**src/rtl/reorder_pkg.sv**
```systemverilog
// rtl/reorder_pkg.sv - shared types and index helpers for the line reorder controller.
package reorder_pkg;

    typedef enum logic {
        EMPTY = 1'b0,
        FULL  = 1'b1
    } bank_state_e;

    function automatic int unsigned addr_width(input int unsigned depth);
        return $clog2(depth);
    endfunction

    // Even samples (L) pack into the lower half of a bank, odd samples (H) into the upper half.
    function automatic int unsigned perm(input int unsigned i, input int unsigned line_width);
        return i[0] ? (line_width / 2 + (i >> 1)) : (i >> 1);
    endfunction

endpackage

```
**src/rtl/reorder_skid2.sv**
```systemverilog
// rtl/reorder_skid2.sv - 2-entry fall-through valid/ready buffer for read data and last flag.
module reorder_skid2 #(
    parameter int Width = 17
) (
    input  logic             clk,
    input  logic             rst,
    input  logic [Width-1:0] in_data,
    input  logic             in_valid,
    output logic [Width-1:0] out_data,
    output logic             out_valid,
    input  logic             out_ready,
    output logic [1:0]       count
);

    logic [Width-1:0] mem [2];
    logic             wr_ptr;
    logic             rd_ptr;
    logic             store;
    logic             deq;

    // When empty, arriving data is presented directly so a read costs no extra cycle.
    assign out_valid = (count != 2'd0) || in_valid;
    assign out_data  = (count != 2'd0) ? mem[rd_ptr] : in_data;
    assign deq       = (count != 2'd0) && out_ready;
    assign store     = in_valid && !((count == 2'd0) && out_ready);

    always_ff @(posedge clk or posedge rst) begin
        if (rst) begin
            wr_ptr <= 1'b0;
            rd_ptr <= 1'b0;
            count  <= 2'd0;
        end else begin
            if (store) begin
                wr_ptr <= ~wr_ptr;
            end
            if (deq) begin
                rd_ptr <= ~rd_ptr;
            end
            count <= count + {1'b0, store} - {1'b0, deq};
        end
    end

    always_ff @(posedge clk) begin
        if (store) begin
            mem[wr_ptr] <= in_data;
        end
    end

endmodule

```
**src/rtl/line_deinterleave_ctrl.sv**
```systemverilog
// rtl/line_deinterleave_ctrl.sv - ping-pong Bram write/read controller turning L,H,L,H lines
// into all-L then all-H lines.
module line_deinterleave_ctrl
    import reorder_pkg::*;
#(
    parameter  int DataWidth = 16,
    parameter  int LineWidth = 256,
    localparam int Size      = 2 * LineWidth,
    localparam int AddrWidth = addr_width(Size)
) (
    input  logic                 clk,
    input  logic                 rst,
    input  logic [DataWidth-1:0] s_data,
    input  logic                 s_valid,
    output logic                 s_ready,
    output logic [DataWidth-1:0] m_data,
    output logic                 m_valid,
    input  logic                 m_ready,
    output logic                 m_last,
    output logic                 bram_ena,
    output logic                 bram_wea,
    output logic [AddrWidth-1:0] bram_addra,
    output logic [DataWidth-1:0] bram_dina,
    output logic                 bram_enb,
    output logic [AddrWidth-1:0] bram_addrb,
    input  logic [DataWidth-1:0] bram_doutb
);

    localparam int                  CntWidth = AddrWidth - 1;
    localparam logic [CntWidth-1:0] LastIdx  = CntWidth'(LineWidth - 1);

    bank_state_e         bank_state [2];
    logic                wbank;
    logic                rbank;
    logic [CntWidth-1:0] wcnt;
    logic [CntWidth-1:0] rcnt;
    logic [CntWidth-1:0] wr_slot;
    logic                wr_fire;
    logic                wr_end;
    logic                rd_issue;
    logic                rd_end;
    logic                rd_pending;
    logic                rd_last;
    logic                pop;
    logic                credit;
    logic [1:0]          skid_count;
    logic [2:0]          occupancy;
    logic [DataWidth:0]  skid_out;

    assign s_ready = !rst && (bank_state[wbank] == EMPTY);
    assign wr_fire = s_valid && s_ready;
    assign wr_end  = (wcnt == LastIdx);
    assign wr_slot = CntWidth'(perm(32'(wcnt), LineWidth));

    assign bram_ena   = wr_fire;
    assign bram_wea   = wr_fire;
    assign bram_addra = {wbank, wr_slot};
    assign bram_dina  = s_data;

    // Occupancy is what the skid will hold after this cycle's pop and landing read; a new
    // issue lands one cycle later, so at most one entry may be committed for it to fit.
    assign pop       = m_valid && m_ready;
    assign occupancy = 3'(skid_count) + 3'(rd_pending) - 3'(pop);
    assign credit    = (occupancy < 3'd2);
    assign rd_issue  = (bank_state[rbank] == FULL) && credit;
    assign rd_end    = (rcnt == LastIdx);

    assign bram_enb   = rd_issue;
    assign bram_addrb = {rbank, rcnt};

    always_ff @(posedge clk or posedge rst) begin
        if (rst) begin
            wbank         <= 1'b0;
            rbank         <= 1'b0;
            wcnt          <= '0;
            rcnt          <= '0;
            bank_state[0] <= EMPTY;
            bank_state[1] <= EMPTY;
            rd_pending    <= 1'b0;
            rd_last       <= 1'b0;
        end else begin
            if (wr_fire) begin
                if (wr_end) begin
                    bank_state[wbank] <= FULL;
                    wbank             <= ~wbank;
                    wcnt              <= '0;
                end else begin
                    wcnt <= wcnt + 1'b1;
                end
            end
            // The writer only touches EMPTY banks and the reader only FULL ones, so these never collide.
            if (rd_issue) begin
                if (rd_end) begin
                    bank_state[rbank] <= EMPTY;
                    rbank             <= ~rbank;
                    rcnt              <= '0;
                end else begin
                    rcnt <= rcnt + 1'b1;
                end
            end
            rd_pending <= rd_issue;
            rd_last    <= rd_issue && rd_end;
        end
    end

    reorder_skid2 #(
        .Width(DataWidth + 1)
    ) u_skid (
        .clk      (clk),
        .rst      (rst),
        .in_data  ({bram_doutb, rd_last}),
        .in_valid (rd_pending),
        .out_data (skid_out),
        .out_valid(m_valid),
        .out_ready(m_ready),
        .count    (skid_count)
    );

    assign m_data = skid_out[DataWidth:1];
    assign m_last = skid_out[0];

endmodule

```
**config.mk**
```make
export PLATFORM = sky130hd
export DESIGN_NAME = line_deinterleave_ctrl
export DESIGN_NICKNAME = d
export VERILOG_FILES = /design/src/rtl/reorder_pkg.sv /design/src/rtl/reorder_skid2.sv /design/src/rtl/line_deinterleave_ctrl.sv
export SDC_FILE = /design/constraint.sdc
export NUM_CORES = 1
export LEC_CHECK = 0
export BUFFER_PORTS_ARGS = -buffer_cell sky130_fd_sc_hd__buf_2
export CAP_MARGIN = 20
export CORE_UTILIZATION = 51
export DETAILED_ROUTE_END_ITERATION = 12
export GPL_TIMING_DRIVEN = 1
export HOLD_SLACK_MARGIN = 0.05
export PLACE_DENSITY = 0.8
export SETUP_SLACK_MARGIN = 0.5
export SYNTH_ARGS = -nofsm -noshare
export SYNTH_HDL_FRONTEND = slang
export SYNTH_HIERARCHICAL = 1
export SYNTH_SLANG_ARGS = --single-unit
export TNS_END_PERCENT = 30
```
**constraint.sdc**
```tcl
create_clock -name clk -period 3.5 [get_ports clk]
set_input_delay 0.175 -clock clk [delete_from_list [all_inputs] [get_ports clk]]
set_output_delay 0.175 -clock clk [all_outputs]
set_load 0.03 [all_outputs]
```
==> results of run 1 <==
[sequential cells by signal (all words and copies together) (netlist names), 2 cells and up]
signal,flops
bank_state,2
wcnt,8
rcnt,8
u_skid/mem,34
u_skid/count,2
[cell type report]
cell class	count	area share
Tap cell	72	0.0267
Clock buffer	13	0.0442
Multi-Input combinational cell	145	0.309
Sequential cell	60	0.496
Clock inverter	3	0.00408
Inverter	8	0.00965
Timing Repair Buffer	68	0.110
[layer usage]
metal	vias to the layer above	track usage
li1	953	-
met1	944	0.220
met2	55	0.321
met3	8	0.0329
met4	0	0.0849
met5	-	0
[cell usage after synthesis]
| library cell | number |
|---|---|
| nand4_1 | 4 |
| edfxtp_1 | 34 |
| nand3_1 | 3 |
| buf_2 | 4 |
| mux2i_1 | 17 |
| mux2_4 | 2 |
| inv_1 | 8 |
| mux2_2 | 1 |
| ha_1 | 5 |
| nand2_1 | 11 |
| a31oi_1 | 1 |
| a211oi_2 | 1 |
| o21ai_0 | 4 |
| nor4b_1 | 1 |
| or4_1 | 1 |
| or3_1 | 1 |
| and2_1 | 2 |
| nand3b_1 | 1 |
| nor3_1 | 20 |
| or3b_1 | 1 |
| xor2_1 | 5 |
| and3b_1 | 1 |
| o31ai_1 | 1 |
| nor2_1 | 9 |
| and4_1 | 3 |
| a21oi_1 | 22 |
| nor3b_1 | 1 |
| o41ai_2 | 1 |
| fa_1 | 1 |
| o31ai_4 | 1 |
| o221ai_1 | 1 |
| dfrtp_1 | 26 |
| nand2b_1 | 5 |
| or2_1 | 1 |
| and3_1 | 5 |
| a21o_1 | 1 |
| buf_6 | 4 |
| buf_4 | 20 |
| nor4_1 | 1 |
| xnor2_1 | 10 |
[metrics by stage]
stage | util | hold slack [ns] | setup slack (ns) | power (uW)
2_1_floorplan | - | -0.0590 | 0.543 | 1470
4_1_cts | 0.603 | 0.0508 | 0.539 | 2120
5_1_grt | 0.608 | 0.0593 | 0.449 | 2190
3_3_place_gp | 0.568 | 0.110 | 0.720 | 1580
3_5_place_dp | 0.568 | 0.113 | 0.642 | 1600
6_report | 0.608 | 0.0639 | 0.587 | 2090
[how the worst max path moves through the flow]
stage,to,slack (ns),cells past startpoint
after floorplan,rcnt[5],0.54,10
after global placement,rcnt[5],0.72,9
after detailed placement,rcnt[5],0.64,9
after CTS,bram_enb,0.54,9
after global routing,bram_enb,0.45,9
final,bram_enb,0.59,9
[critical path, stage by stage (launching register included)]
cell      delay [ns]
dfrtp_1         0.43
or3_4           0.40
and2_1          0.16
ha_1            0.25
nand2b_1        0.16
fa_2            0.36
xnor2_2         0.23
nand3_2         0.15
inv_4           0.12
buf_4           0.16
[logic make-up after synthesis]
logic type,after synthesis
and+or+nand+nor,71
DFF,60
buffers and inverters,36
AOI/OAI and AO/OA,33
muxes,20
xor gates and xnor gates,15
adders and majority gates,6
[what timing repair did]
item	in CTS	in global routing
gates resized for setup	2	2
pin swaps	1	2
gates cloned	0	0
endpoints found under the setup margin	1	5
buffers inserted	1	3
hold buffers	2	0
endpoints found under the hold margin	6	0
[power by group]
| group | internal [uW] | total (uW) | switching [uW] |
|---|---|---|---|
| sequential | 785 | 850 | 64.4 |
| clock | 272 | 509 | 236 |
| combinational | 250 | 736 | 486 |
| total | 1310 | 2090 | 787 |
[layout by cell type (no fill, tap or decap), types with 4 or more instances in the layout]
| cell | count |
|---|---|
| mux2i_1 | 17 |
| a21oi_1 | 22 |
| nor3_1 | 20 |
| nand2b_1 | 5 |
| nand2_1 | 11 |
| xor2_1 | 5 |
| buf_4 | 8 |
| nor2_1 | 8 |
| buf_2 | 58 |
| edfxtp_1 | 34 |
| xnor2_1 | 9 |
| o21ai_0 | 4 |
| dfrtp_1 | 25 |
| clkbuf_8 | 10 |
| and3_1 | 5 |
| ha_1 | 5 |
| nand4_1 | 4 |
| inv_1 | 7 |
==> results.txt, run 1 <==
Run status -> completed
Cell Rows -> 27
CTS tree -> done
Synth area leader -> edfxtp_1
Highest clock rate -> 0.343 GHz
Yosys warns -> 6
Synth area leaders -> edfxtp_1 (35%), dfrtp_1 (22%), mux2i_1 (5.8%)
Least-Margin Pin Slew -> 0.991 ns
Non-Filler Instances -> 369
Crit path max fanout -> 7
Distinct cells, synth -> 40
Largest family of logic cells by synthesized area -> simple AND/OR/NAND/NOR gates
Worst-path clk slew -> 0.06 ns
Synth Instances -> 241
Slew Viols, Final -> 0
Initial DRT Pass Iterations -> 4
Multi-input gate area -> 1040 um^2
Detailed Route WL -> 5.27 mm
Antenna Cells -> 0
Net Count, Synth -> 283
Die W -> 77.9 um
Total Neg Setup Slack -> 0 ns
#FFs+latches synth -> 60
Met1 WL -> 2.32 mm
Static Leakage -> 0.00146 uW
Hold Path Origin -> bram_doutb[7]
Number of top-level pins -> 92
All-Layer GR Usage -> 0.184
Hold EP -> u_skid/mem[1][8]
Drt drc -> 0
Final instance area -> 3370 um^2
Largest net degree at the start of global routing -> 24
Die height -> 77.9 um
# port buffers -> 59
CTS buffer count -> 9
Fin. Hold Viols -> 0
Fillcell total -> 466
Worst setup EP type -> output pin
# clock sinks -> 60
Placeable Area -> 5540 um^2
Critical path startpoint category -> flip-flop
RSZ-0062 raised after global routing -> true
Highest metal used -> met4
Htree depth -> 3
Post-synthesis xor/xnor area fraction -> 0.0447
Routed len/inst -> 14.3 um
Starting Density -> 0.530
Period minus WS final -> 2.91 ns
RR Endpoint -> rcnt[5]
Sequential element share of the synthesized area -> 0.569
Via-to-Cell Ratio -> 5.31
Vias in the first global route -> 1,859
DRT iter0 DRCs -> 72
Synth Area in Adders -> 0.0281
Critical path origin -> rd_pending
Max clock buf depth -> 2
Met2 routed WL -> 2.65 mm
Power density cells -> 621 nW/um^2
Max Cap Viol -> 0
DP Cell Count -> 347
Crit path DAT -> 2.74 ns
Period utilization -> 0.832
First-pass GRT wire length -> 8.49 mm
Synth Area in Compound Gates -> 0.0716
Worst vdd ir -> 0.311 mV
Buffer type at the clock tree root -> clkbuf_8
Area Overhead vs Synth -> 14.8%
Syn_area_per_cell -> 12.2 um^2
Slew headroom -> 0.339
Path depth of the worst reg2reg path -> 9
Synth Area in Simple Gates -> 0.131
Clock Latency Late Sink -> 0.32 ns
Mux cell area share after synthesis -> 0.0720
DR vias -> 1,960
Finish-stage setup viols -> 0
Final ANT Viol Nets -> 0
Hold/Removal Path Class -> input port to flip-flop
Critical R2R Launch -> rd_pending
Synth top area share -> 0.348
Die ar. -> 6070 um^2
Path type of the worst setup path -> flip-flop to output pin
Nets -> 334
Total congestion overflow -> 0
Post-DP HPWL -> 3.51 mm
Register area -> 1670 um^2
Hold depth -> 1
Placer congestion estimate -> 0.835
Met3 wire len -> 228 um
Critical Path RT -> 3.32 ns
Post-DP Area -> 3150 um^2
Initial antenna violation count -> 0
Layout cells sized above 1 -> 0.306
Synthesized area -> 2940 um^2
R2r setup slk -> 0.67 ns
Layout Skew -> 0.00721 ns
(Power assumes the default switching activity.)
==> inputs of run 2 (changes only) <==
- CORE_UTILIZATION: 51 -> 46
- PLACE_DENSITY: 0.8 -> 0.76
- clock period: 3.5 -> 2.55 ns (I/O delays scaled with it)
==> run 2 against run 1 <==
Against the previous run: the flow now finishes with violations (negative setup slack); utilization is 0.29 points lower; clock skew rose by 0.00082 ns; power increased by 42%; clock-buffer cell count decreased by 3; critical path depth stayed put; clock power is 37% higher; setup slack got worse by 0.74 ns; largest power group unchanged.
==> results.txt, run 2 (synthesis results as in run 1) <==
CTS tree -> done
RSZ-0062 raised after global routing -> true
Critical R2R Launch -> rd_pending
Placer congestion estimate -> 0.851 (+1.9%)
Commonest non-fill, non-tap cell in the layout -> buf_2
Max FFs per register -> 34 (unchanged)
Final ANT Viol Nets -> 0 (unchanged)
First-pass GRT wire length -> 9.25 mm (+8.9%)
Path depth of the worst reg2reg path -> 11 (+2)
Run status -> finished with violations
Antenna Cells -> 0 (unchanged)
Vias in the first global route -> 2,007 (+8.0%)
Largest Register -> u_skid/mem
Die height -> 81.9 um (+5.2%)
Slowest cell on crit path -> fa_2
Critical Path RT -> 2.42 ns (-0.90 ns)
Critical path startpoint category -> flip-flop
Finish-stage setup viols -> 7 (+7)
Setup WS pre-CTS -> -0.0195 ns (-0.661 ns)
RR Endpoint -> rcnt[4]
Buffer type at the clock tree root -> clkbuf_8
Nets -> 355 (+6.3%)
All-Layer GR Usage -> 0.186 (+0.00211)
Post-Route Utilization -> 0.605 (-0.00292)
Drt drc -> 0 (unchanged)
Max clock buf depth -> 2 (unchanged)
Worst vdd ir -> 0.526 mV (+69%)
Least-Margin Pin Slew -> 0.832 ns (-0.159 ns)
Initial DRT Pass Iterations -> 4 (unchanged)
Power, Total -> 2980 uW (+42%)
Detailed Route WL -> 5.74 mm (+9.0%)
Cell mode on critical path -> buf_6
Final WS setup -> -0.156 ns (-0.744 ns)
Largest registers -> u_skid/mem: 34 flops, rcnt: 8 flops, wcnt: 8 flops
Comb pwr share -> 0.382 (+0.031)
Die ar. -> 6710 um^2 (+11%)
Period utilization -> 1.06
Die W -> 81.9 um (+5.2%)
R2r setup slk -> -0.10 ns (-0.77 ns)
Slew headroom -> 0.444 (+0.105)
Most frequent cells in the layout -> buf_2 (58), edfxtp_1 (34), dfrtp_1 (25)
Hold/Removal Path Class -> input port to flip-flop
# port buffers -> 59 (unchanged)
Worst path bufs/invs -> 3 (+1)
Worst-path clk slew -> 0.06 ns (about the same)
Largest net degree at the start of global routing -> 24 (unchanged)
Initial antenna violation count -> 0 (unchanged)
Htree depth -> 3 (unchanged)
Via-to-Cell Ratio -> 5.36 (+0.84%)
Max Cap Viol -> 0 (unchanged)
Crit path max fanout -> 3 (-4)
Power density cells -> 817 nW/um^2 (+31%)
Net Switching -> 1140 uW (+45%)
Critical path origin -> rd_pending
Clock Latency Late Sink -> 0.33 ns (about the same)
Fin. Hold Viols -> 0 (unchanged)
Routed len/inst -> 14.6 um (+2.3%)
Cell Rows -> 28 (+3.7%)
Worst setup EP type -> output pin
Area Overhead vs Synth -> 24.2%
Sw Share -> 0.382 (+0.00673)
Slew Viols, Final -> 0 (unchanged)
Layout cells sized above 1 -> 0.336 (+0.0301)
Path type of the worst setup path -> flip-flop to output pin
Highest clock rate -> 0.369 GHz
DRT iter0 DRCs -> 75 (+4.2%)
Period minus WS final -> 2.71 ns
Static Leakage -> 0.00157 uW (+7.4%)
Starting Density -> 0.487 (-0.0427)
Clock power share -> 0.233 (-0.010)
Worst path max stage delay -> 0.59 ns (+0.16 ns)
Crit path DAT -> 2.58 ns (-0.16 ns)
Layout Skew -> 0.00803 ns (+0.000820 ns)
Critical path depth -> 9 (unchanged)
CTS buffer count -> 9 (unchanged)
Fillcell total -> 512 (+9.9%)
# clock sinks -> 60 (unchanged)
Placeable Area -> 6030 um^2 (+8.8%)
Failing checks -> negative setup slack
Worst setup path end -> bram_enb
CP Cell Sequence -> or3_4 > and2_4 > ha_4 > nand2b_4 > fa_2 > nand3_4 > buf_6 > inv_8 > buf_6
DR vias -> 2,105 (+7.4%)
Top cell family by delay on the critical path -> adder cells
Total congestion overflow -> 0 (unchanged)
Sequential Power Share -> 0.385 (-0.021)
Post-DP HPWL -> 3.71 mm (+5.7%)
Minimum hold slack -> 0.135 ns (+0.0712 ns)
Power Internal -> 1840 uW (+41%)
Number of top-level pins -> 92 (unchanged)
-- run 2: what timing repair did --
action	in CTS	in global routing
hold endpoints to repair	58	0
setup endpoints to repair	33	34
setup buffers	4	2
resized for setup	11	6
hold buffers	17	0
pin swaps	12	9
-- run 2: worst min path at each step --
stage	start	endpoint	slack [ns]	depth (start not counted)
after floorplan	rst	u_skid/count[0]	-0.11	1
after global placement	rst	u_skid/count[0]	0.07	2
after detailed placement	rst	u_skid/count[0]	0.07	2
after CTS	m_ready	u_skid/wr_ptr	0.13	3
after global routing	m_ready	u_skid/wr_ptr	0.13	3
final	m_ready	u_skid/wr_ptr	0.14	3
-- run 2: final cells by class --
| class | instances | area (um^2) | area share |
|---|---|---|---|
| repair buffers | 89 | 581 | 0.159 |
| clock inverters | 6 | 31.3 | 0.00857 |
| inverters | 8 | 37.5 | 0.0103 |
| multi-input cells | 145 | 1100 | 0.303 |
| clock buffers | 10 | 128 | 0.0350 |
| flip-flops and latches | 60 | 1670 | 0.459 |
| well taps | 75 | 93.8 | 0.0257 |
-- run 2: per-layer routing --
metal	share of wire	global-route usage	wire length (um)
met5	0	0	0
met4	0.017	0.0912	100
met3	0.050	0.0489	287
met2	0.48	0.302	2780
met1	0.45	0.229	2580
-- run 2: worst reg2reg max path: cells and delay by family, from the launching register on --
kind,cells,cell delay [ns]
xor+xnor,1,0.15
fa+ha+maj,2,0.79
buf+inv,3,0.32
flops,1,0.38
simple gates,5,0.89
-- run 2: through the flow --
step / TNS (ns) / cell area (um^2) / cells
after floorplan: -1.23 / 3000 / 241
after global placement: 0 / 3220 / 354
after detailed placement: -0.0376 / 3220 / 354
after CTS: -0.743 / 3610 / 391
after global routing: -1.23 / 3650 / 393
final: -0.496 / 3650 / 393
-- run 2: power by group through the flow --
| stage | combinational (uW) | clock [uW] | sequential (uW) |
|---|---|---|---|
| after floorplan | 818 | 0 | 1230 |
| after global placement | 1060 | 0 | 1170 |
| after detailed placement | 1080 | 0 | 1170 |
| after CTS | 1130 | 714 | 1150 |
| after global routing | 1240 | 763 | 1160 |
| final | 1140 | 695 | 1150 |
